## src/rtl/uart_text_dump.sv

```systemverilog
// Streams a ROWS x COLS text RAM out as 8N1 UART, row-major, with CR/LF
// appended after each row.
module uart_text_dump #(
   parameter int CLK_FREQ = 100_000_000,
   parameter int BAUD     = 9600,
   parameter int COLS     = 32,
   parameter int ROWS     = 4,
   localparam int CW      = $clog2(COLS),
   localparam int RW      = $clog2(ROWS)
) (
   input  logic          clk,
   input  logic          reset,
   input  logic          start,
   output logic [RW-1:0] rd_row,
   output logic [CW-1:0] rd_col,
   input  logic [7:0]    rd_data,
   output logic          tx,
   output logic          busy,
   output logic          done
);

   localparam int CPB  = CLK_FREQ / BAUD;
   localparam int CNTW = $clog2(CPB);

   typedef enum logic [2:0] {
      IDLE, FETCH, WAIT, SEND, EOL_CR, EOL_LF, FIN
   } state_t;

   typedef enum logic [1:0] {
      K_CHAR, K_CR, K_LF
   } kind_t;

   state_t          state_q;
   kind_t           kind_q;
   logic [RW-1:0]   row_q;
   logic [CW-1:0]   col_q;
   logic [CNTW-1:0] cnt_q;
   logic [3:0]      bit_q;
   logic [8:0]      sh_q;
   logic            gap_q;
   logic            tx_q;
   logic            busy_q;
   logic            done_q;

   // Non-printables become '.' so a terminal never sees control codes.
   function automatic logic [7:0] map_char(input logic [7:0] d);
      logic [7:0] b;
      b = {1'b0, d[6:0]};
      if (b < 8'h20 || b == 8'h7F)
         b = 8'h2E;
      return b;
   endfunction

   always_ff @(posedge clk) begin
      if (reset) begin
         state_q <= IDLE;
         kind_q  <= K_CHAR;
         row_q   <= '0;
         col_q   <= '0;
         cnt_q   <= '0;
         bit_q   <= '0;
         sh_q    <= '1;
         gap_q   <= 1'b0;
         tx_q    <= 1'b1;
         busy_q  <= 1'b0;
         done_q  <= 1'b0;
      end else begin
         done_q <= 1'b0;
         unique case (state_q)
            IDLE: begin
               if (start) begin
                  state_q <= FETCH;
                  busy_q  <= 1'b1;
                  row_q   <= '0;
                  col_q   <= '0;
               end
            end
            FETCH: state_q <= WAIT;
            WAIT: begin
               sh_q    <= {1'b1, map_char(rd_data)};
               kind_q  <= K_CHAR;
               tx_q    <= 1'b0;
               cnt_q   <= '0;
               bit_q   <= '0;
               state_q <= SEND;
            end
            EOL_CR, EOL_LF: begin
               if (!gap_q) begin
                  gap_q <= 1'b1;
               end else begin
                  gap_q   <= 1'b0;
                  sh_q    <= {1'b1, (state_q == EOL_CR) ? 8'h0D : 8'h0A};
                  kind_q  <= (state_q == EOL_CR) ? K_CR : K_LF;
                  tx_q    <= 1'b0;
                  cnt_q   <= '0;
                  bit_q   <= '0;
                  state_q <= SEND;
               end
            end
            SEND: begin
               if (cnt_q == CNTW'(CPB - 1)) begin
                  cnt_q <= '0;
                  if (bit_q == 4'd9) begin
                     tx_q <= 1'b1;
                     unique case (kind_q)
                        K_CHAR: begin
                           if (col_q == CW'(COLS - 1)) begin
                              state_q <= EOL_CR;
                           end else begin
                              col_q   <= col_q + 1'b1;
                              state_q <= FETCH;
                           end
                        end
                        K_CR: state_q <= EOL_LF;
                        K_LF: begin
                           if (row_q == RW'(ROWS - 1)) begin
                              state_q <= FIN;
                              busy_q  <= 1'b0;
                              done_q  <= 1'b1;
                           end else begin
                              row_q   <= row_q + 1'b1;
                              col_q   <= '0;
                              state_q <= FETCH;
                           end
                        end
                        default: state_q <= IDLE;
                     endcase
                  end else begin
                     // sh_q carries the stop bit above the data byte
                     bit_q <= bit_q + 1'b1;
                     tx_q  <= sh_q[0];
                     sh_q  <= {1'b1, sh_q[8:1]};
                  end
               end else begin
                  cnt_q <= cnt_q + 1'b1;
               end
            end
            FIN:     state_q <= IDLE;
            default: state_q <= IDLE;
         endcase
      end
   end

   assign rd_row = row_q;
   assign rd_col = col_q;
   assign tx     = tx_q;
   assign busy   = busy_q;
   assign done   = done_q;

endmodule

```

## config.mk

```make
export PLATFORM = sky130hd
export DESIGN_NAME = uart_text_dump
export DESIGN_NICKNAME = d
export VERILOG_FILES = /design/src/rtl/uart_text_dump.sv
export SDC_FILE = /design/constraint.sdc
export NUM_CORES = 1
export LEC_CHECK = 0
export ABC_AREA = 0
export CAP_MARGIN = 25
export CORE_AREA = 2 2 69 84
export CTS_BUF_LIST = sky130_fd_sc_hd__clkbuf_4 sky130_fd_sc_hd__clkbuf_8 sky130_fd_sc_hd__clkbuf_16
export DETAILED_ROUTE_END_ITERATION = 8
export DIE_AREA = 0 0 71 86
export GPL_ROUTABILITY_DRIVEN = 1
export PLACE_DENSITY = 0.66
export SYNTH_ARGS = -nofsm -noshare
export SYNTH_HDL_FRONTEND = slang
export SYNTH_SLANG_ARGS = --single-unit
export TNS_END_PERCENT = 1
```

## constraint.sdc

```tcl
create_clock -name clk -period 1.7 [get_ports clk]
set_input_delay 0.34 -clock clk [delete_from_list [all_inputs] [get_ports clk]]
set_output_delay 0.34 -clock clk [all_outputs]
set_load 0.02 [all_outputs]
```

==> flow_summary.yaml <==
floorplan:
  fp-row-count: 29
  die_w_um: 71
  initial_core_util: 0.443
  die_area_um2: 6110
  die_height_um: 86
  core_um2: 5260
  io_pins: 21
yosys:
  yosys-top-cells-area: "dfxtp_1, nor2_1, nand2_1"
  ys_seq_elements: 42
  synth_edf_count: 0
  synth_top_family_by_area: "simple AND/OR/NAND/NOR gates"
  yosys.area_share.simple: 0.270
  yosys.area_share.adder: 0.0322
  synth_xor_area_frac: 0.0451
  synth_commonest_cells: "dfxtp_1, nor2_1, nand2_1, a21oi_1, nor3_1"
  yosysTopAreaCell: "dfxtp_1"
  synth_nets: 289
  avgSynthCellArea_um2: 8.56
  async_reset_ff_frac: 0
  ys_seq_area_frac: 0.361
  syn_inst: 272
  synth_most_common_cell: "dfxtp_1"
  synth_compound_area_frac: 0.220
  synthMuxAreaShare: 0.0220
  synth_ff_type: "dfxtp_1"
  ys_types: 62
  yosysWarnings: 0
  mappedNetlistArea_um2: 2330
  synth_top_area_frac: 0.361
drt:
  drt-total-wl_um: 6030
  dr.first_iter.drc_count: 109
  vias: 2313
  first_pass_iters: 4
  ant_nets: 0
  avgViaCountPerCell: 5.61
  drc: 0
  routedWlPerCell_um: 14.6
setup_path:
  crit_required_ns: 1.90
  endpoint_kind: "flop"
  reg2reg_from: "rd_col[0]"
  path_class: "reg2reg"
  r2r_setup_slack_ns: -0.13
  rr_worst_depth: 7
  cp_max_fo: 5
  start_kind: "flop"
  timing.rr.end: "rd_col[2]"
  arrival_ns: 2.03
global_route:
  grt_max_degree: 20
  grt-ovfl-total: 0
  track_usage: 0.210
  antenna_found_initial: 0
  grt.busiest_layer: "met2"
  grt_pass1_vias: 2324
  grt_pass1_wl_um: 10200
  gr-usage-met3: 0.0423
  met2_usage: 0.369
  met1_usage: 0.247
sta:
  max_freq_mhz: 546
  finalWorstSetupSlack_ns: -0.130
  tightest_slew_ns: 0.610
  max-slew-margin-rel: 0.589
  finClkSkew_ns: 0.0100
  rsz0062_at_grt: "yes"
  final-hold-violation-count: 0
  fin_crit_ns: 1.83
  final_max_slew_viol_count: 0
  fin_setup_tns_ns: -0.651
  fin_crit_sh: 1.08
  setup_violations: 10
finish:
  num_antenna_cells: 0
  drive_above_1_share: 0.297
  post-route-util: 0.609
  area_growth_pct: 37.5
  finalNetCount: 366
  nFillCells: 468
pwr:
  max-vdd-ir-drop_mv: 0.446
  power.total_mw: 2.08
  leakage_nw: 1.36
  power_density_nw_per_um2: 650
clock_tree:
  cts-buffers-inserted: 5
  clk_latency_ns: 0.30
  clkTransAtPathRegs_ns: 0.09
  clock-sinks: 42
  hold_buffers: 0
  cts-htree-levels: 2
  cts.path.max_buffers: 2
  cts_root_buf: "clkbuf_8"
  cts_tree: "yes"
place:
  place.gp.congestion: 0.907
  portBuffers: 19
  place_ws_ns: -0.251
  hpwl_um: 4460
worst_hold_path:
  worstHoldPathCells: 2
  hp-class: "reg2reg"
  hold_path_end: "sh_q[7]"
  worstHoldStart: "sh_q[7]"
job:
  drv_cap: 0
run_status:
  status: "finished with violations"
  violations: "setup timing"
==> report_power, final <==
part           internal (mW)  switching [mW]
combinational          0.169           0.180
clock                  0.327           0.371
sequential              1.01          0.0216
total                   1.51           0.573
==> state kept, by name, summed over array words and instances, names as in the netlist <==
register  count
tx            1
cnt_q        14
state_q       3
kind_q        2
bit_q         4
busy          1
gap_q         1
rd_row        2
done          1
rd_col        5
sh_q          8
==> metal layers <==
metal | vias to the layer above | share of wire
met5 | - | 0
met4 | 0 | 0.015
met3 | 8 | 0.039
met2 | 58 | 0.51
met1 | 1086 | 0.44
li1 | 1161 | -
==> final cells by class <==
cell class | instances | area (µm²) | area share
Multi-Input combinational cell | 207 | 1450 | 0.454
Sequential cell | 42 | 848 | 0.265
Timing Repair Buffer | 85 | 697 | 0.218
Clock buffer | 6 | 82.6 | 0.0258
Tap cell | 62 | 77.6 | 0.0242
Inverter | 8 | 30.0 | 0.00938
Clock inverter | 2 | 12.5 | 0.00391
==> critical path, cell delays in order, from the launching register on <==
cell	delay (ns)
dfxtp_4	0.36
ha_4	0.15
and3_4	0.15
ha_4	0.15
mux2_4	0.28
nor3_2	0.18
o221ai_2	0.19
a31o_2	0.27
==> worst max path at each step <==
stage | from | to | cells after the start
global route | rd_col[0] | rd_col[3] | 8
CTS | rd_col[0] | rd_col[3] | 8
finish | rd_col[0] | rd_col[2] | 7
global placement | start | rd_row[0] | 6
detailed placement | start | rd_row[0] | 6
floorplan | rd_col[0] | rd_col[2] | 7
==> cell families after synthesis <==
family          after synthesis
xor+xnor                     12
fa+ha+maj                     6
buf+inv                      23
compound gates               67
simple gates                117
mux                           5
flops                        42
==> repair_timing <==
action	4_1_cts	5_1_grt
pin swaps	9	5
gates resized for setup	13	6
gates cloned	0	0
buffers inserted	3	0
endpoints found under the setup margin	45	35
==> stage by stage <==
stage | hold slack (ns) | cell area [µm²] | cells
4_1_cts | 0.481 | 3180 | 412
5_1_grt | 0.494 | 3200 | 412
3_5_place_dp | 0.460 | 3040 | 401
3_3_place_gp | 0.451 | 3040 | 401
6_report | 0.474 | 3200 | 412
2_1_floorplan | 0.432 | 2370 | 272
==> layout by cell type, fill, tap and decap left out, types with 2 or more instances in the layout <==
cell type        netlist  layout
nand3_1               10      10
dfxtp_1               42      40
o32ai_1                2       2
ha_1                   6       4
o211ai_1               5       5
nand2b_1               4       4
nand2_1               26      26
dlygate4sd2_1          0       6
a31o_2                 3       3
a2bb2oi_1              2       2
a2111oi_2              1       2
a41oi_1                2       2
nor3b_1                3       3
a31oi_1                5       5
inv_1                  8       8
nor4_1                 2       2
o211a_1                2       2
o21ai_0                8       8
nand3b_1               5       5
mux2i_1                4       4
and3_1                 3       2
nor2_1                29      27
and4_4                 0       2
nand4_1               10      10
nor2_2                 0       2
clkdlybuf4s50_1        0      12
a211oi_1               2       2
xnor2_1                4       4
clkbuf_8               0       6
dfxtp_4                0       2
xor2_1                 8       8
nor3_2                 0       3
buf_4                  3      64
nor3_1                11       8
a21oi_1               14      14
a221o_1                2       2
ha_4                   0       2
o21a_1                 2       2
Note: power is estimated with default switching activity, not from simulation.
